### src/rtl/exec_mem_pipe_pkg.sv
// Shared execute-stage types.
//   execute_data_t : per-lane execute payload handed to the memory stage
//   lane_mask_t    : one bit per issue lane, lane 0 oldest
//   exec_bundle_t  : one issue bundle (lane valids, lane exceptions, payloads)
package exec_mem_pipe_pkg;

  typedef struct packed {
    logic [31:0] result;
    logic [4:0]  rd;
  } execute_data_t;

  localparam int unsigned DefaultLanes = 2;
  localparam int unsigned ExecDataW    = $bits(execute_data_t);

  typedef logic [DefaultLanes-1:0] lane_mask_t;

  typedef struct {
    lane_mask_t    valid;
    lane_mask_t    exc;
    execute_data_t data [DefaultLanes];
  } exec_bundle_t;

endpackage

### src/rtl/exec_lane_squash.sv
// In-bundle exception squash. The oldest lane that is both valid and
// excepting keeps its flags; every younger lane is dropped (valid=0, exc=0).
// Lanes older than or equal to that lane pass through unchanged.
//   in_valid, in_exc : incoming per-lane valid / exception flags
//   sq_valid, sq_exc : flags to store after squashing younger lanes
module exec_lane_squash #(
  parameter int unsigned LANES = 2
) (
  input  logic [LANES-1:0] in_valid,
  input  logic [LANES-1:0] in_exc,
  output logic [LANES-1:0] sq_valid,
  output logic [LANES-1:0] sq_exc
);

  always_comb begin
    logic seen;
    seen     = 1'b0;
    sq_valid = '0;
    sq_exc   = '0;
    for (int i = 0; i < LANES; i++) begin
      sq_valid[i] = in_valid[i] & ~seen;
      sq_exc[i]   = in_exc[i] & ~seen;
      // Everything younger than the first excepting lane is squashed.
      seen        = seen | (in_valid[i] & in_exc[i]);
    end
  end

endmodule

### src/rtl/exec_mem_pipe.sv
// Execute -> memory stage bundle buffer (circular, DEPTH entries of LANES lanes).
//   clk, resetn          : clock, asynchronous active-low reset
//   in_valid/exc/data    : incoming bundle (lane i payload at [i*DATA_W +: DATA_W])
//   in_ready             : buffer not full; depends on stored state only
//   out_valid/exc/data   : head bundle, zero when empty
//   out_ready            : memory stage consumes the head bundle
//   flush                : discard all stored bundles and same-cycle push/pop
//   count                : occupied entries
module exec_mem_pipe
  import exec_mem_pipe_pkg::*;
#(
  parameter int unsigned LANES  = DefaultLanes,
  parameter int unsigned DEPTH  = 2,
  parameter int unsigned DATA_W = $bits(execute_data_t)
) (
  input  logic                      clk,
  input  logic                      resetn,
  input  logic [LANES-1:0]          in_valid,
  input  logic [LANES-1:0]          in_exc,
  input  logic [LANES*DATA_W-1:0]   in_data,
  output logic                      in_ready,
  output logic [LANES-1:0]          out_valid,
  output logic [LANES-1:0]          out_exc,
  output logic [LANES*DATA_W-1:0]   out_data,
  input  logic                      out_ready,
  input  logic                      flush,
  output logic [$clog2(DEPTH+1)-1:0] count
);

  localparam int unsigned PtrW = (DEPTH > 1) ? $clog2(DEPTH) : 1;
  localparam int unsigned CntW = $clog2(DEPTH + 1);
  localparam logic [PtrW-1:0] LastPtr  = PtrW'(DEPTH - 1);
  localparam logic [CntW-1:0] DepthCnt = CntW'(DEPTH);

  logic [LANES-1:0]        sq_valid, sq_exc;
  logic [LANES-1:0]        valid_q [DEPTH];
  logic [LANES-1:0]        exc_q   [DEPTH];
  logic [LANES*DATA_W-1:0] data_q  [DEPTH];
  logic [PtrW-1:0]         wr_ptr_q, wr_ptr_d, rd_ptr_q, rd_ptr_d;
  logic [CntW-1:0]         count_q, count_d;
  logic                    empty, push, pop;

  exec_lane_squash #(
    .LANES (LANES)
  ) u_squash (
    .in_valid (in_valid),
    .in_exc   (in_exc),
    .sq_valid (sq_valid),
    .sq_exc   (sq_exc)
  );

  // Explicit compare keeps wrap correct for non-power-of-two depths.
  function automatic logic [PtrW-1:0] ptr_inc(input logic [PtrW-1:0] p);
    return (p == LastPtr) ? '0 : p + 1'b1;
  endfunction

  assign empty     = (count_q == '0);
  assign in_ready  = (count_q < DepthCnt);
  assign push      = in_ready & (|in_valid) & ~flush;
  assign out_valid = empty ? '0 : valid_q[rd_ptr_q];
  assign out_exc   = empty ? '0 : exc_q[rd_ptr_q];
  assign out_data  = empty ? '0 : data_q[rd_ptr_q];
  assign pop       = out_valid[0] & out_ready & ~flush;
  assign count     = count_q;

  always_comb begin
    wr_ptr_d = wr_ptr_q;
    rd_ptr_d = rd_ptr_q;
    count_d  = count_q;
    if (flush) begin
      wr_ptr_d = '0;
      rd_ptr_d = '0;
      count_d  = '0;
    end else begin
      if (push) wr_ptr_d = ptr_inc(wr_ptr_q);
      if (pop)  rd_ptr_d = ptr_inc(rd_ptr_q);
      if (push && !pop) begin
        count_d = count_q + 1'b1;
      end else if (pop && !push) begin
        count_d = count_q - 1'b1;
      end
    end
  end

  always_ff @(posedge clk or negedge resetn) begin
    if (!resetn) begin
      wr_ptr_q <= '0;
      rd_ptr_q <= '0;
      count_q  <= '0;
      for (int i = 0; i < DEPTH; i++) begin
        valid_q[i] <= '0;
        exc_q[i]   <= '0;
        data_q[i]  <= '0;
      end
    end else begin
      wr_ptr_q <= wr_ptr_d;
      rd_ptr_q <= rd_ptr_d;
      count_q  <= count_d;
      if (flush) begin
        for (int i = 0; i < DEPTH; i++) begin
          valid_q[i] <= '0;
          exc_q[i]   <= '0;
        end
      end else begin
        // Push and pop never target the same entry: a pop needs count>0 and
        // a push needs count<DEPTH, so write and read pointers differ.
        if (pop) begin
          valid_q[rd_ptr_q] <= '0;
          exc_q[rd_ptr_q]   <= '0;
        end
        if (push) begin
          valid_q[wr_ptr_q] <= sq_valid;
          exc_q[wr_ptr_q]   <= sq_exc;
          data_q[wr_ptr_q]  <= in_data;
        end
      end
    end
  end

endmodule

### config.mk
export PLATFORM = sky130hd
export DESIGN_NAME = exec_mem_pipe
export DESIGN_NICKNAME = d
export VERILOG_FILES = /design/src/rtl/exec_mem_pipe_pkg.sv /design/src/rtl/exec_lane_squash.sv /design/src/rtl/exec_mem_pipe.sv
export SDC_FILE = /design/constraint.sdc
export NUM_CORES = 1
export LEC_CHECK = 0
export CAP_MARGIN = 30
export CORE_UTILIZATION = 45
export DETAILED_ROUTE_END_ITERATION = 8
export PLACE_DENSITY = 0.73
export SETUP_SLACK_MARGIN = 0.2
export SLEW_MARGIN = 20
export SYNTH_ARGS = -nofsm -noshare
export SYNTH_HDL_FRONTEND = slang
export SYNTH_SLANG_ARGS = --single-unit
### constraint.sdc
create_clock -name clk -period 2.2 [get_ports clk]
set_clock_uncertainty 0.15 [all_clocks]
set_input_delay 0.33 -clock clk [delete_from_list [all_inputs] [get_ports clk]]
set_output_delay 0.33 -clock clk [all_outputs]
set_load 0.01 [all_outputs]
* Yosys cells after proc, flatten, opt, wreduce, memory -nomap -nowiden *
Index checks and enable logic that the tools add are counted.

word-level totals
  bits in registers = 160
  input port bits = 82
  word-level logic and storage cells = 82

operators by class
  add/sub/neg operators = 4
  $lt $le $gt $ge = 5
  muxes and demuxes = 38
  bitwise gates (word level) = 14
  reductions and logical operators = 12

operator list
  kind                   number
  $mux W74               5
  $bwmux W148            1
  $demux W74 S1          1
  $mux W4                8
  $mux W2                13
  $and A4 B4 Y4          2
  $bwmux W4              2
  $and A1 B1 Y1          7
  $mux W1                6
  $demux W2 S1           2
  $ge A2 B2 Y1 const B   2
  $logic_and A1 B1 Y1    4
  $lt A2 B1 Y1 const B   2
  $not A1 Y2             2
  $not A4 Y4             1
  $reduce_bool A2 Y1     2
  $reduce_bool A3 Y1     1
  $add A1 B1 Y1 const B  2
  $add A2 B1 Y2 const B  1
  $logic_not A1 Y1       2
  $logic_not A2 Y1       1
  $lt A2 B2 Y1 const B   1
  $not A1 Y1             2
  $reduce_and A2 Y1      1
  2 further kinds        2

* Logic depth before layout (Yosys ltp) *
  depth in word-level cells = 12
  depth in mapped cells = 5
  gate-level depth less buffers = 3

* By module *
From an unflattened synthesis, not the netlist that was laid out.

unflattened totals
  cells, all modules = 547
  area, all modules = 7268.2 sq um

modules (own cells, without submodules)
  module            instances  cells an instance  area an instance (sq um)
  exec_mem_pipe     1          543                7238.2
  exec_lane_squash  1          4                  30.0

* Worst setup path before layout *
Ideal clock, no wire load.

  path kind = flip-flop to output port
  start point = register count_q[1], in the netlist count[1]
  end point = output port out_data[63]
  arrival = 1426 ps
  required time = 1720 ps
  path slack = 294 ps
  stages on the path, launching flop included = 5
  cell sequence = dfrtp_1 > nor2_1 > clkbuf_1 > buf_1 > nor2_1

between the ends
  word-level cells in the longest chain between the ends = 2

RTL lines
  item                    RTL line             text
  start, declared         exec_mem_pipe.sv:40  logic [CntW-1:0] count_q, count_d;
  start signal, assigned  exec_mem_pipe.sv:98  count_q <= count_d;
  $logic_not A2 Y1        exec_mem_pipe.sv:57  assign empty = (count_q == '0);
  $mux W74                exec_mem_pipe.sv:62  assign out_data = empty ? '0 : data_q[rd_ptr_q];
  end, declared           exec_mem_pipe.sv:24  output logic [LANES*DATA_W-1:0] out_data,

Every way passes these cells.

* Worst setup path in the final report *
  start point = register rd_ptr_q
  end point = output port out_data[72]

between the ends
  word-level cells in the longest chain between the ends = 5

RTL lines
  item                                          RTL line             text
  start, declared                               exec_mem_pipe.sv:39  logic [PtrW-1:0] wr_ptr_q, wr_ptr_d, rd_ptr_q, rd_ptr_d;
  start signal, assigned                        exec_mem_pipe.sv:97  rd_ptr_q <= rd_ptr_d;
  $not A1 Y2 (not written as such)              exec_mem_pipe.sv:62
  $mux W74 (not written as such) (3 in series)  exec_mem_pipe.sv:62
  $mux W74                                      exec_mem_pipe.sv:62

Every way passes these cells. The select of a mux whose other input is x is not followed.

==> flow_summary_export.csv <==
group,metric,value,unit
timing,finalCriticalPeriod,2.17,ns
setup_path,crit_type,"reg -> out",
floorplanning,io_pins,163,
setup_path,cpPeakStageDelay,0.50,ns
setup_path,start_kind,"flip-flop",
setup_path,cp_max_fo,7,
timing,min_period_over_period,98.6,%
power,clock_power_share,29.1,%
drt,final_antenna_net_count,0,
timing,fin_tns_setup,0,ns
timing,hold_slack,0.273,ns
clocking,cts_root_buf,"clkbuf_16",
synth,synth.largest_area_cell,"dfrtp_1",
clocking,clkLatencyLatePin,0.42,ns
power,ir_drop,0.591,mV
cells_and_area,antennaDiodeCount,0,
synth,synth_nets,631,
setup_path,slowest_stage,"dfrtp_4",
drt,wl,19.0,mm
grt,grt_max_degree,49,
synth,netlist_area,7260,µm²
timing,fmax,461,MHz
flow_run,maxCapViolCount,0,
timing,setup_viol,0,
clocking,path_clk_slew,0.06,ns
hold_path,hold_path.class,"in -> async",
status,status,"complete, no violations",
synth,synth_seq_cells,160,
timing,hold_viol,0,
floorplanning,core_area,15800,µm²
setup_path,crit_chain,"buf_12 -> buf_16 -> mux2i_1 -> nor2_1 -> buf_2",
floorplanning,start_util,45.8,%
setup_path,worstPathRequired,1.72,ns
cells_and_area,nNetsFinal,835,
drt,wl_per_cell,19.4,µm
cells_and_area,syn_to_final_growth,41.8,%
timing,slew-limit-headroom,64.6,%
cells_and_area,final_common_cell,"dfrtp_1",
timing,slew_viol_final,0,
clocking,cts_sinks,160,
floorplanning,die_h,129,µm
power,pwr_density_cell,1140,nW/µm²
synth,ys_types,32,
power,leakagePower,4.38,nW
power,pwr-share-comb,30.9,%
synth,ys_seq_area_share,55.2,%
clocking,cts_tree,"done",
drt,drc_errors,0,
synth,postSynthAreaPerCell,13.2,µm²
placed_design,gp_congestion,0.825,
clocking,cts_buffer_depth,2,
drt,routed_via_density,5.26,
setup_path,worstPathArrival,1.69,ns
clocking,htree_num_levels,4,
clocking,numCtsBuffers,17,
cells_and_area,num-fill-cells,1149,
setup_path,end_kind,"output pin",
synth,yosysWarningCount,0,
drt,first_pass_iters,4,
floorplanning,rows,46,
placed_design,dp_hpwl,11.0,mm
grt,grt_pass1_vias,5446,
power,p_int,8.31,mW
power,switching_share,28.9,%
timing,rsz0062_at_grt,"true",
drt,first_iter_violations,190,
placed_design,io_buffers,162,
grt,antenna_found_initial,0,
floorplanning,die_w,129,µm
synth,synth_top_area_share,55.2,%
cells_and_area,layout_common_cells,"dfrtp_1 (157), mux2_2 (121), clkdlybuf4s50_1 (81), nor2_1 (79), buf_2 (78)",
power,pwr-share-seq,40.0,%
synth,synth_area_leaders,"dfrtp_1 (55%), mux2_2 (19%), mux2i_1 (11%)",
grt,grt-ovfl-total,0,
power,p_switching,3.38,mW
grt,gr-usage-all-layers,22.9,%
drt,routed-via-count,5167,
cells_and_area,drive_above_1_share,39.8,%
floorplanning,die_area,16600,µm²
timing,tightest_slew,0.527,ns
synth,postSynthCellCount,549,
grt,grt_pass1_wl,28.6,mm
worst paths after layout:
check	start	to	slack, ns	depth (start not counted)
max	rd_ptr_q	out_data[72]	0.03	5
min	resetn	data_q[136]	0.27	2
max reg2reg	count[1]	data_q[29]	0.21	7
min reg2reg	data_q[59]	data_q[59]	0.34	1
max in group asynchronous	resetn	data_q[104]	1.00	3
min in group clk	data_q[59]	data_q[59]	0.34	1
metal layers:
metal	part of all wire (%)	track usage, %	vias to the layer above	wire [µm]
met2	48	37.6	177	9080
met5	0	0	-	0
met1	44	29.2	2619	8300
met3	6.9	6.28	27	1320
li1	-	-	2344	-
met4	1.7	7.82	0	316
kinds of logic (layout without fill, tap and decap cells):
family          count (synthesis)  count (layout)  share of synthesized area [%]
mux                           229             229                           34.1
flops                         160             160                           55.2
buf+inv                        40             257                           2.95
xor+xnor                        1               1                          0.121
simple gates                   95              95                           5.29
compound gates                 24              24                           2.31
per-stage QoR:
| step | setup slack [ns] | utilization [%] | std cells | instance area (µm²) | total power, mW |
|---|---|---|---|---|---|
| after floorplan | 0.294 | - | 549 | 7260 | 6.64 |
| after global placement | 0.00204 | 58.6 | 916 | 9280 | 8.17 |
| after detailed placement | -0.0649 | 58.6 | 916 | 9280 | 8.37 |
| after CTS | 0.0181 | 63.7 | 973 | 10100 | 11.6 |
| after global routing | -0.00680 | 65.0 | 982 | 10300 | 12.3 |
| final | 0.0302 | 65.0 | 982 | 10300 | 11.7 |
worst max-delay path: cells and delay by family (launching register included):
family | cells | cell delay (ns)
mux | 1 | 0.11
simple gates | 1 | 0.17
buf+inv | 3 | 0.48
flops | 1 | 0.50
sequential cells by signal, indices dropped and copies added, names as in the netlist:
register / count
data_q: 148
exc_q: 4
valid_q: 4
count: 2
rd_ptr_q: 1
wr_ptr_q: 1
cell usage after synthesis (all sizes together):
master	number
a2111oi	1
o21ai	7
inv	5
o2111ai	2
or3	1
xnor2	1
mux2	148
o41ai	1
o2bb2ai	2
o22ai	3
clkbuf	10
nand2	5
o21bai	1
mux2i	81
nand3	3
o21a	2
buf	25
dfrtp	160
nand4	2
nor3	3
nor2	80
a21oi	2
o21ba	1
o31ai	2
nand2b	1
final cells by class:
type | count | area [µm²] | area share (%)
Clock buffer | 22 | 484 | 4.71
Clock inverter | 10 | 204 | 1.98
Inverter | 5 | 18.8 | 0.182
Multi-Input combinational cell | 349 | 3100 | 30.2
Sequential cell | 160 | 4010 | 39.0
Tap cell | 216 | 270 | 2.63
Timing Repair Buffer | 220 | 2200 | 21.4
power by group through the flow:
stage | registers, mW | logic, mW | clock network (mW)
after floorplan | 4.52 | 2.12 | 0
after global placement | 4.63 | 3.55 | 0
after detailed placement | 4.72 | 3.65 | 0
after CTS | 4.67 | 3.52 | 3.46
after global routing | 4.83 | 3.92 | 3.60
final | 4.68 | 3.61 | 3.40
what timing repair did:
item	4_1_cts	5_1_grt
setup endpoints to repair	112	200
hold buffers	1	0
setup buffers	16	1
endpoints found under the hold margin	45	0
resized for setup	344	13
cloned	8	8
pin swaps	18	16
Note: power is estimated with default switching activity, not from simulation.
